File: config.mk
export PLATFORM = sky130hd
export DESIGN_NAME = friet_xaon_sliced
export DESIGN_NICKNAME = d
export VERILOG_FILES = /design/src/rtl/friet_xaon_sliced.sv
export SDC_FILE = /design/constraint.sdc
export NUM_CORES = 1
export LEC_CHECK = 0
export CORE_MARGIN = 3
export CORE_UTILIZATION = 45
export CTS_CLUSTER_SIZE = 30
export DETAILED_ROUTE_END_ITERATION = 7
export GPL_TIMING_DRIVEN = 0
export PLACE_DENSITY = 0.75
export SLEW_MARGIN = 20
export SYNTH_ARGS = -nofsm -noshare
export SYNTH_HDL_FRONTEND = slang
export SYNTH_SLANG_ARGS = --single-unit
File: constraint.sdc
create_clock -name clk -period 2.3 [get_ports clk]
set_clock_uncertainty 0.2 [all_clocks]
set_input_delay 0.46 -clock clk [delete_from_list [all_inputs] [get_ports clk]]
set_output_delay 0.46 -clock clk [all_outputs]
set_load 0.005 [all_outputs]
File: src/rtl/friet_xaon_sliced.sv
// rtl/friet_xaon_sliced.sv - slice-serial XAON/XOON: dout = (rotl(a) AND/OR rotl(b)) XOR c
module friet_xaon_sliced #(
  parameter int WIDTH = 128,
  parameter int SLICE = 32,
  parameter int ROT_A = 0,
  parameter int ROT_B = 0
) (
  input  logic             clk,
  input  logic             rst,
  input  logic             din_valid,
  output logic             din_ready,
  input  logic [WIDTH-1:0] din_a,
  input  logic [WIDTH-1:0] din_b,
  input  logic [WIDTH-1:0] din_c,
  input  logic             din_mode,
  output logic             dout_valid,
  input  logic             dout_ready,
  output logic [WIDTH-1:0] dout_o,
  output logic             busy
);

  // WIDTH must be a multiple of SLICE; N slices are produced one per cycle.
  localparam int N  = WIDTH / SLICE;
  localparam int CW = (N > 1) ? $clog2(N) : 1;
  localparam int RA = ROT_A % WIDTH;
  localparam int RB = ROT_B % WIDTH;

  typedef enum logic [1:0] {IDLE, RUN, DONE} state_t;

  state_t           state;
  state_t           state_nxt;
  logic [CW-1:0]    cnt;
  logic [WIDTH-1:0] ra;
  logic [WIDTH-1:0] rb;
  logic [WIDTH-1:0] rc;
  logic             mode;
  logic             last;
  logic [WIDTH-1:0] full;
  logic [SLICE-1:0] sl;
  int               slice_base;

  // Rotation by zero is special-cased so no shift by WIDTH is ever formed.
  function automatic logic [WIDTH-1:0] rotl(input logic [WIDTH-1:0] x, input int r);
    if (r == 0) return x;
    return (x << r) | (x >> (WIDTH - r));
  endfunction

  // Handshake and status flags are pure decodes of the state register.
  assign din_ready  = (state == IDLE);
  assign dout_valid = (state == DONE);
  assign busy       = (state != IDLE);
  assign last       = (cnt == CW'(N - 1));

  // Full-width bitwise result; each slice is just a window of it, so slicing adds no dependency.
  always_comb begin
    full       = (mode ? (ra | rb) : (ra & rb)) ^ rc;
    slice_base = int'(cnt) * SLICE;
    sl         = full[slice_base +: SLICE];
  end

  // State register; reset wins over any handshake in the same cycle.
  always_ff @(posedge clk) begin
    if (rst) state <= IDLE;
    else     state <= state_nxt;
  end

  // Next-state decode.
  always_comb begin
    state_nxt = state;
    case (state)
      IDLE:    if (din_valid)  state_nxt = RUN;
      RUN:     if (last)       state_nxt = DONE;
      DONE:    if (dout_ready) state_nxt = IDLE;
      default:                 state_nxt = IDLE;
    endcase
  end

  // Operand capture on acceptance, then one result slice written per RUN cycle.
  always_ff @(posedge clk) begin
    if (rst) begin
      cnt    <= '0;
      ra     <= '0;
      rb     <= '0;
      rc     <= '0;
      mode   <= 1'b0;
      dout_o <= '0;
    end else begin
      case (state)
        IDLE: begin
          if (din_valid) begin
            ra     <= rotl(din_a, RA);
            rb     <= rotl(din_b, RB);
            rc     <= din_c;
            mode   <= din_mode;
            dout_o <= '0;
            cnt    <= '0;
          end
        end
        RUN: begin
          dout_o[slice_base +: SLICE] <= sl;
          cnt <= last ? '0 : cnt + CW'(1);
        end
        default: ;
      endcase
    end
  end

endmodule

# After elaboration in Yosys (flattened, before gate mapping)
# Cells that the tools add are included.
[op_classes] n_lt_le_gt_ge=0 n_bitwise=3 n_addsub=2 reduce_logical=6 n_div=0 multipliers=0 n_mux=11 n_eq_ne=6 shifts=3
[op_table] operator="128-bit 2-to-1 mux" n=2
[op_table] operator="128-bit case mux with 2 select lines" n=1
[op_table] operator="128-bit AND" n=1
[op_table] operator="128-bit bitwise mux" n=1
[op_table] operator="128-bit OR" n=1
[op_table] operator="32-bit by 33-bit variable shift with 128-bit output, first input constant" n=1
[op_table] operator="128-bit by 8-bit indexed part select with 32-bit output" n=1
[op_table] operator="32-bit by 33-bit indexed part select with 128-bit output" n=1
[op_table] operator="128-bit XOR" n=1
[op_table] operator="7-bit negation with 33-bit output" n=1
[op_table] operator="2-bit 2-to-1 mux" n=5
[op_table] operator="2-bit case mux with 3 select lines" n=1
[op_table] operator="2-bit equality test, second input constant" n=2
[op_table] operator="2-bit != test, second input constant" n=2
[op_table] operator="2-bit case mux with 2 select lines" n=1
[op_table] operator="2-bit AND reduction" n=2
[op_table] operator="2-bit nonzero test" n=2
[op_table] operator="3-bit AND reduction" n=1
[op_table] operator="2-bit by 1-bit adder with 2-bit output, second input constant" n=1
[op_table] operator="2-bit by 1-bit equality test with 1-bit output, second input constant" n=1
[op_table] operator="2-bit logical NOT" n=1
[op_table] operator="2-bit by 1-bit != test with 1-bit output, second input constant" n=1
[totals] wordCells=38 latch_bits=0 mem_count=0 mem_bits_ro=0 in_bits=389 regBits=517 ramBits=0 output_inout_bits=131

# Logic depth before layout (Yosys ltp)
# Gate-level depths: netlist of run 1.
[logic_depth] depth_word=7 mapped_depth=10 mapped_depth_nobuf=5

# Worst setup path after synthesis of run 1
# OpenSTA, ideal clock, no wires.
[synth_path] kind="register -> register" start="reg cnt[1]" end="reg dout_o[119]" t_required_ps=2029 setup_ps=71 path_buffers=5 stages_incl_launch_ff=11 slack_ps=-246 arrival_time_ps=2275 period_less_slack_ps=2546 path_cell_list="dfxtp_1 > clkbuf_1 > buf_2 > buf_2 > buf_1 > inv_1 > ha_1 > nor3_1 > nand4b_1 > clkbuf_1 > o2bb2ai_1"
[synth_via] elab_chain_cells=4 word_cells_on_any_way=6 classes_between="add/sub (1); shift (3); mux (2)"
[synth_rtl] element="start, declared" line="32" source="logic [CW-1:0] cnt;"
[synth_rtl] element="start signal, assigned" line="101" source="cnt <= last ? '0 : cnt + CW'(1);"
[synth_rtl] element="128-bit by 8-bit indexed part select with 32-bit output or 7-bit negation with 33-bit output (tied branches)" line="58, 100"
[synth_rtl] element="32-bit by 33-bit indexed part select with 128-bit output or 32-bit by 33-bit variable shift with 128-bit output (tied branches)" line="100" source="dout_o[slice_base +: SLICE] <= sl;"
[synth_rtl] element="128-bit bitwise mux (*)" line="100"
[synth_rtl] element="128-bit case mux with 2 select lines (*)" line="88" source="case (state)"
[synth_rtl] element="end signal, assigned by index" line="100"
[synth_rtl] element="end, declared" line="18" source="output logic [WIDTH-1:0] dout_o,"
# Mark *: on every way between the ends. The rest lies on a longest branch, timed or not.
# A chain may end at the register's enable or synchronous reset.

# Worst setup path after layout of run 1
[layout_path] start="reg mode" end="reg dout_o[91]"
[layout_via] elab_chain_cells=6
[layout_rtl] element="start, declared" line="36" source="logic mode;"
[layout_rtl] element="start signal, assigned" line="94" source="mode <= din_mode;"
[layout_rtl] element="128-bit 2-to-1 mux" line="56" source="full = (mode ? (ra | rb) : (ra & rb)) ^ rc;"
[layout_rtl] element="128-bit XOR" line="56"
[layout_rtl] element="128-bit by 8-bit indexed part select with 32-bit output" line="58" source="sl = full[slice_base +: SLICE];"
[layout_rtl] element="32-bit by 33-bit indexed part select with 128-bit output" line="100"
[layout_rtl] element="128-bit bitwise mux" line="100"
[layout_rtl] element="128-bit case mux with 2 select lines" line="88"
# Every way passes these cells.

==> qor.yml, run 1 <==
finish:
  fillCellCount: 3893
  syn2layout_area_growth_pct: 44.2
  finalInstanceArea_um2: 32000
  final_core_util_pct: 66.3
  nNetsFinal: 3550
  drive_gt1_share_pct: 16.9
worst_hold_path:
  worstHoldPathCells: 3
  hp-start: "din_a[111]"
  hold_end: "ra[111]"
  holdCritPathClass: "input port to flop"
pwr:
  clockPowerShare_pct: 41.1
  seqPwrFrac_pct: 43.5
  share_comb_of_total_power_pct: 15.4
  peakVddDrop_v: 0.000493
  swShare_pct: 26.6
  p_int_uw: 16300
  p_per_area_nw_per_um2: 693
  p_switching_uw: 5900
  p_leak_uw: 0.0115
timing:
  fmax_mhz: 430
  slew_headroom_pct: 50.9
  rsz0062_at_grt: "yes"
  setup_viol: 14
  period_share_pct: 101
  tightestPinTransition_ns: 0.737
  drv_slew: 0
  fin_crit_ns: 2.33
  finalWorstSetupSlack_ns: -0.0270
  hold_viol: 0
critical_path:
  end_kind: "flop"
  r2r_setup_slack_ns: -0.03
  rr_startpoint: "mode"
  cp-start-kind: "flop"
  arrival_ns: 2.63
  reg2reg_depth: 8
  crit_fanout: 6
  path_class: "flop to flop"
  regToRegEndpoint: "dout_o[91]"
  required_ns: 2.60
drt:
  wl_per_cell_um: 24.0
  drt_iter0_drc: 2381
  post_drt_via_cell_ratio: 5.61
  routed_wl_um: 92900
  ant_nets: 0
  vias: 21700
  dr.pass1.iters: 6
  drc: 0
clock_network:
  cts_root_buf: "clkbuf_16"
  cts_tree: "yes"
  numCtsBuffers: 55
  clock-sinks: 517
  clkSlewWorstSetupHoldPaths_ns: 0.06
  clk_latency_ns: 0.61
  htree_levels: 2
  ctsLongestPathBuffers: 3
  cts_hold_buf: 0
die:
  rows: 80
  io_pins: 520
  core_area_um2: 48200
  die_w_um: 228
  dieArea_um2: 52000
  start_util_pct: 46.0
  die_h_um: 228
place:
  hpwl_um: 71000
  port-buffer-count: 519
  place_area_um2: 28200
  place_congestion: 0.940
  place_ws_ns: -1.36
global_route:
  grt_max_degree: 15
  first_global_vias: 21400
  antenna_found_initial: 12
  grt_first_pass_wirelength_um: 135000
  grt.overflow.total: 0
  track_usage_pct: 34.0
run_status:
  status: "complete, but fails checks"
  violations: "setup timing"
synth:
  ys_ff_latch: 517
  synth_area_per_cell_um2: 8.77
  ys_types: 31
  synth_top_flop_cell: "dfxtp_1"
  synth_nets: 2923
  synth_cells: 2530
  seq_area_frac_synth_pct: 46.6
  synth-edff-count: 0
  syn_area_um2: 22200
  ys_async_sr_fraction_pct: 0
  ys.warnings.count: 0
run:
  cap_violations: 0
## flip-flops by register name, summed over array words and instances (netlist names)
| register | flops |
|---|---|
| cnt | 2 |
| dout_o | 128 |
| mode | 1 |
| ra | 128 |
| rb | 128 |
| rc | 128 |
| state | 2 |
## placed cells by master, fill, tap and decap left out, types with 8 or more instances in the layout
cell / n
clkbuf_4: 21
clkdlybuf4s50_1: 516
clkbuf_8: 20
o2bb2ai_2: 38
a21oi_1: 386
diode_2: 12
clkbuf_1: 86
clkbuf_2: 51
nand3b_1: 64
buf_1: 8
o2bb2ai_1: 90
nand3_1: 33
mux2i_1: 21
nand2_1: 771
mux2_4: 10
xor2_2: 15
clkinv_2: 8
mux2_2: 22
buf_6: 26
dfxtp_1: 512
maj3_2: 56
buf_2: 22
xor2_1: 14
mux2i_4: 23
clkbuf_16: 56
nor3_1: 34
maj3_1: 72
buf_12: 8
mux2i_2: 21
or3b_2: 32
buf_4: 40
a2111oi_4: 32
nor3b_1: 33
## power groups by stage
stage / registers, uW / clock network (uW) / logic (uW)
global placement: 9780 / 0 / 2970
floorplan: 9730 / 0 / 1520
global route: 9670 / 9530 / 3600
finish: 9640 / 9110 / 3420
CTS: 9620 / 9110 / 3280
detailed placement: 9800 / 0 / 3010
## kinds of logic after synthesis
group,after synthesis,synth area share (%)
muxes,97,4.72
AOI/OAI and AO/OA,552,17.9
buffers and inverters,218,3.99
DFF,517,46.6
xor gates and xnor gates,32,1.26
and+or+nand+nor,982,19.5
adders and majority gates,132,6.05
## synth_stat cells (2+ instances only)
master / number / area [um^2]
nor3b_1: 33 / 248
nand4_1: 2 / 12.5
mux2_2: 22 / 248
buf_2: 33 / 165
a2111oi_4: 32 / 881
a21oi_1: 390 / 1950
buf_1: 10 / 37.5
nand3_1: 34 / 170
maj3_2: 10 / 113
or3b_2: 32 / 280
nor3_1: 36 / 180
xor2_1: 32 / 280
mux2_4: 10 / 150
inv_1: 5 / 18.8
buf_4: 5 / 37.5
mux2i_1: 65 / 651
dfxtp_1: 517 / 10300
maj3_1: 118 / 1180
clkbuf_1: 164 / 616
o2bb2ai_1: 128 / 1120
nor2b_1: 2 / 12.5
nand3b_1: 64 / 480
nand2_1: 772 / 2900
nor2_1: 4 / 15.0
ha_1: 4 / 50.1
## worst max path at each step
stage | slack (ns) | to | start | cells past startpoint
after floorplan | 0.04 | dout_o[23] | cnt[1] | 10
after global placement | -1.39 | rb[120] | din_valid | 7
after detailed placement | -1.36 | rb[76] | din_valid | 7
after CTS | -0.01 | dout_o[118] | mode | 8
after global routing | -0.08 | rb[112] | din_valid | 8
final | -0.03 | dout_o[91] | mode | 8
## cell type report
| cell class | instances | area [um^2] | area share (%) |
|---|---|---|---|
| well taps | 656 | 821 | 2.57 |
| inverters | 5 | 18.8 | 0.0587 |
| clock buffers | 83 | 1640 | 5.13 |
| diodes | 12 | 30.0 | 0.0938 |
| flip-flops and latches | 517 | 10400 | 32.4 |
| multi-input cells | 1795 | 11900 | 37.1 |
| repair buffers | 570 | 5740 | 17.9 |
| clock inverters | 17 | 203 | 0.633 |
| plain buffers | 213 | 1300 | 4.07 |
## layer usage
metal	vias to the layer above	routed length [um]	track usage (%)
met5	-	25	0
met2	1120	42500	54.3
met1	10400	37800	44.7
met4	4	4180	15.2
li1	9943	-	-
met3	207	8410	6.82
## stage by stage
stage	cells	setup TNS [ns]	hold WS, ns	power (uW)
2_1_floorplan	2530	0	0.238	11300
3_3_place_gp	3705	-526.28	0.243	12800
3_5_place_dp	3706	-534.60	0.246	12800
4_1_cts	3854	-0.0351	0.177	22000
5_1_grt	3865	-1.14	0.199	22800
6_report	3868	-0.151	0.200	22200
## worst max-delay path, stage by stage, from the launching register on
cell       delay (ns)
dfxtp_4          0.37
buf_12           0.16
buf_12           0.16
buf_12           0.14
maj3_2           0.34
mux2i_4          0.24
a2111oi_4        0.34
buf_6            0.19
o2bb2ai_2        0.06
## repair_timing
item	in CTS	in global routing
gates resized for setup	265	172
gates cloned	7	0
pin swaps	54	38
buffers inserted	41	3
hold endpoints to repair	0	0
setup endpoints to repair	488	318
No activity file was read; power rests on OpenSTA's default activity.
==> run 2: changes to the inputs <==
--- a/config.mk
+++ b/config.mk
@@ -5,6 +5,8 @@
 export SDC_FILE = /design/constraint.sdc
 export NUM_CORES = 1
 export LEC_CHECK = 0
+export CAP_MARGIN = 40
+export CORE_ASPECT_RATIO = 1.75
 export CORE_MARGIN = 3
 export CORE_UTILIZATION = 45
 export CTS_CLUSTER_SIZE = 30
==> run 2 against run 1 <==
Via count down 0.40%. Largest cell class unchanged. Register-to-register slack hardly changed. Cell count is 0.78% lower. Fmax down 0.50%. Hold slack better by 0.033 ns. Highest routed layer is now met4. Global-route usage down 0.13 points. The flow still finishes with violations (setup timing).
==> qor.yml, run 2 (same netlist as run 1, synthesis figures left out) <==
place:
  port-buffer-count: 519  # unchanged
  hpwl_um: 73800  # +3.9%
  place_congestion: 0.945  # +0.48%
  place_ws_ns: -1.21  # +0.142 ns
global_route:
  grt_first_pass_wirelength_um: 134000  # -0.82%
  antenna_found_initial: 3  # -9
  grt.overflow.total: 0  # unchanged
  grt_max_degree: 17  # +2
  track_usage_pct: 33.9  # -0.13 points
  first_global_vias: 21800  # +1.9%
drt:
  vias: 21600  # -0.40%
  dr.pass1.iters: 6  # unchanged
  ant_nets: 0  # unchanged
  routed_wl_um: 94600  # +1.8%
  drc: 0  # unchanged
  wl_per_cell_um: 24.6  # +2.6%
  drt_iter0_drc: 1561  # -34%
  post_drt_via_cell_ratio: 5.63  # +0.38%
clock_network:
  clk_latency_ns: 0.57  # -0.04 ns
  cts_hold_buf: 0  # unchanged
  clkSlewWorstSetupHoldPaths_ns: 0.07  # about the same
  ctsLongestPathBuffers: 3  # unchanged
  cts_tree: "yes"
  numCtsBuffers: 46  # -16%
  htree_levels: 2  # unchanged
  cts_root_buf: "clkbuf_16"
  clock-sinks: 517  # unchanged
finish:
  fillCellCount: 4092  # +5.1%
  nNetsFinal: 3547  # -0.085%
  multi_input_area_um2: 12000  # +1.3%
  seq_area_um2: 10400  # about the same
  mostFrequentLayoutCells: "nand2_1, clkdlybuf4s50_1, dfxtp_1"
  final_core_util_pct: 65.6  # -0.69 points
  final_common_cell: "nand2_1"
  drive_gt1_share_pct: 17.7  # +0.79 points
  syn2layout_area_growth_pct: 44.1  # about the same
pwr:
  p_leak_uw: 0.0116  # +0.37%
  p_switching_uw: 5680  # -3.7%
  p_per_area_nw_per_um2: 671  # -3.1%
  share_comb_of_total_power_pct: 16.2  # +0.8 points
  swShare_pct: 26.5  # -0.15 points
  clockPowerShare_pct: 38.9  # -2.2 points
  seqPwrFrac_pct: 44.9  # +1.4 points
  p_int_uw: 15800  # -3.0%
  peakVddDrop_v: 0.000503  # +2.0%
die:
  rows: 107  # +34%
  core_area_um2: 48700  # +1.0%
  die_h_um: 300  # +31%
  start_util_pct: 45.5  # -0.46 points
  io_pins: 520  # unchanged
  dieArea_um2: 52100  # +0.20%
  die_w_um: 174  # -24%
timing:
  period_share_pct: 102  # +0.51 points
  setup_viol: 36  # +22
  fin_crit_ns: 2.34  # +0.0118 ns
  drv_slew: 0  # unchanged
  tightestPinTransition_ns: 0.847  # +0.110 ns
  hold_viol: 0  # unchanged
  slew_headroom_pct: 43.5  # -7.3 points
  finalWorstSetupSlack_ns: -0.0388  # -0.0118 ns
  rsz0062_at_grt: "yes"
  fmax_mhz: 428  # -0.50%
run_status:
  violations: "setup timing"
  status: "complete, but fails checks"
critical_path:
  path_class: "flop to flop"
  arrival_ns: 2.59  # -0.04 ns
  setup.worst_path.start: "mode"
  required_ns: 2.55  # -0.05 ns
  rr_startpoint: "mode"
  crit_fanout: 8  # +2
  cp-start-kind: "flop"
  end_kind: "flop"
worst_hold_path:
  holdCritPathClass: "input port to flop"
  hp-start: "din_a[115]"
run:
  cap_violations: 0  # unchanged
-- run 2: cell types whose count changed in the layout (fill, tap and decap cells not counted), moves of 6 or more --
cell,change
clkbuf_8,-12
buf_6,+10
diode_2,-9
o2bb2ai_2,+26
xor2_2,-9
buf_1,-7
xor2_1,+12
buf_4,+9
clkbuf_2,+6
clkbuf_1,-12
o2bb2ai_1,-27
-- run 2: final timing paths --
kind           endpoint  slack, ns  cells after the start
max          dout_o[51]      -0.04                      8
min             ra[115]       0.23                      3
max reg2reg  dout_o[51]      -0.04                      8
min reg2reg      rb[59]       0.26                      2
-- run 2: power by group through the flow --
stage          Combinational (uW)  Sequential, uW  Clock, uW
6_report                     3490            9630       8350
4_1_cts                      3240            9610       8390
2_1_floorplan                1520            9730          0
3_3_place_gp                 3000            9790          0
3_5_place_dp                 3050            9810          0
5_1_grt                      3670            9670       8690
-- run 2: final cells by class --
type,count,area share [%]
Buffer,210,4.10
Tap cell,654,2.56
Timing Repair Buffer,579,18.3
Antenna cell,3,0.0235
Clock buffer,56,3.91
Clock inverter,19,1.01
Sequential cell,517,32.4
Inverter,5,0.0587
Multi-Input combinational cell,1795,37.6
-- run 2: worst max-delay path: stages (launching register included) --
cell and delay (ns):
dfxtp_4 0.38, buf_12 0.16, buf_12 0.16, buf_12 0.15
maj3_2 0.34, mux2i_4 0.23, a2111oi_4 0.35, buf_6 0.19
o2bb2ai_2 0.06
-- run 2: metal layers --
| layer | up-vias | share of wire (%) | global-route usage [%] |
|---|---|---|---|
| met4 | 0 | 8.5 | 23.3 |
| met1 | 10300 | 34 | 36.6 |
| met2 | 1119 | 50 | 60.9 |
| met5 | - | 0 | 0 |
| li1 | 9892 | - | - |
| met3 | 287 | 7.0 | 4.66 |
-- run 2: what timing repair did --
item / 4_1_cts / 5_1_grt
gates resized for setup: 221 / 276
pin swaps: 34 / 51
buffers inserted: 33 / 14
cloned: 0 / 6
setup endpoints to repair: 482 / 228
-- run 2: per-stage QoR --
stage	hold WS, ns	cell area [um^2]	cells	power (uW)	TNS, ns
detailed placement	0.246	28300	3709	12900	-451.36
CTS	0.221	30800	3816	21200	-0.00977
global placement	0.244	28200	3703	12800	-539.01
finish	0.233	32000	3838	21500	-0.747
floorplan	0.238	22200	2530	11300	0
global route	0.245	32000	3838	22000	-2.43
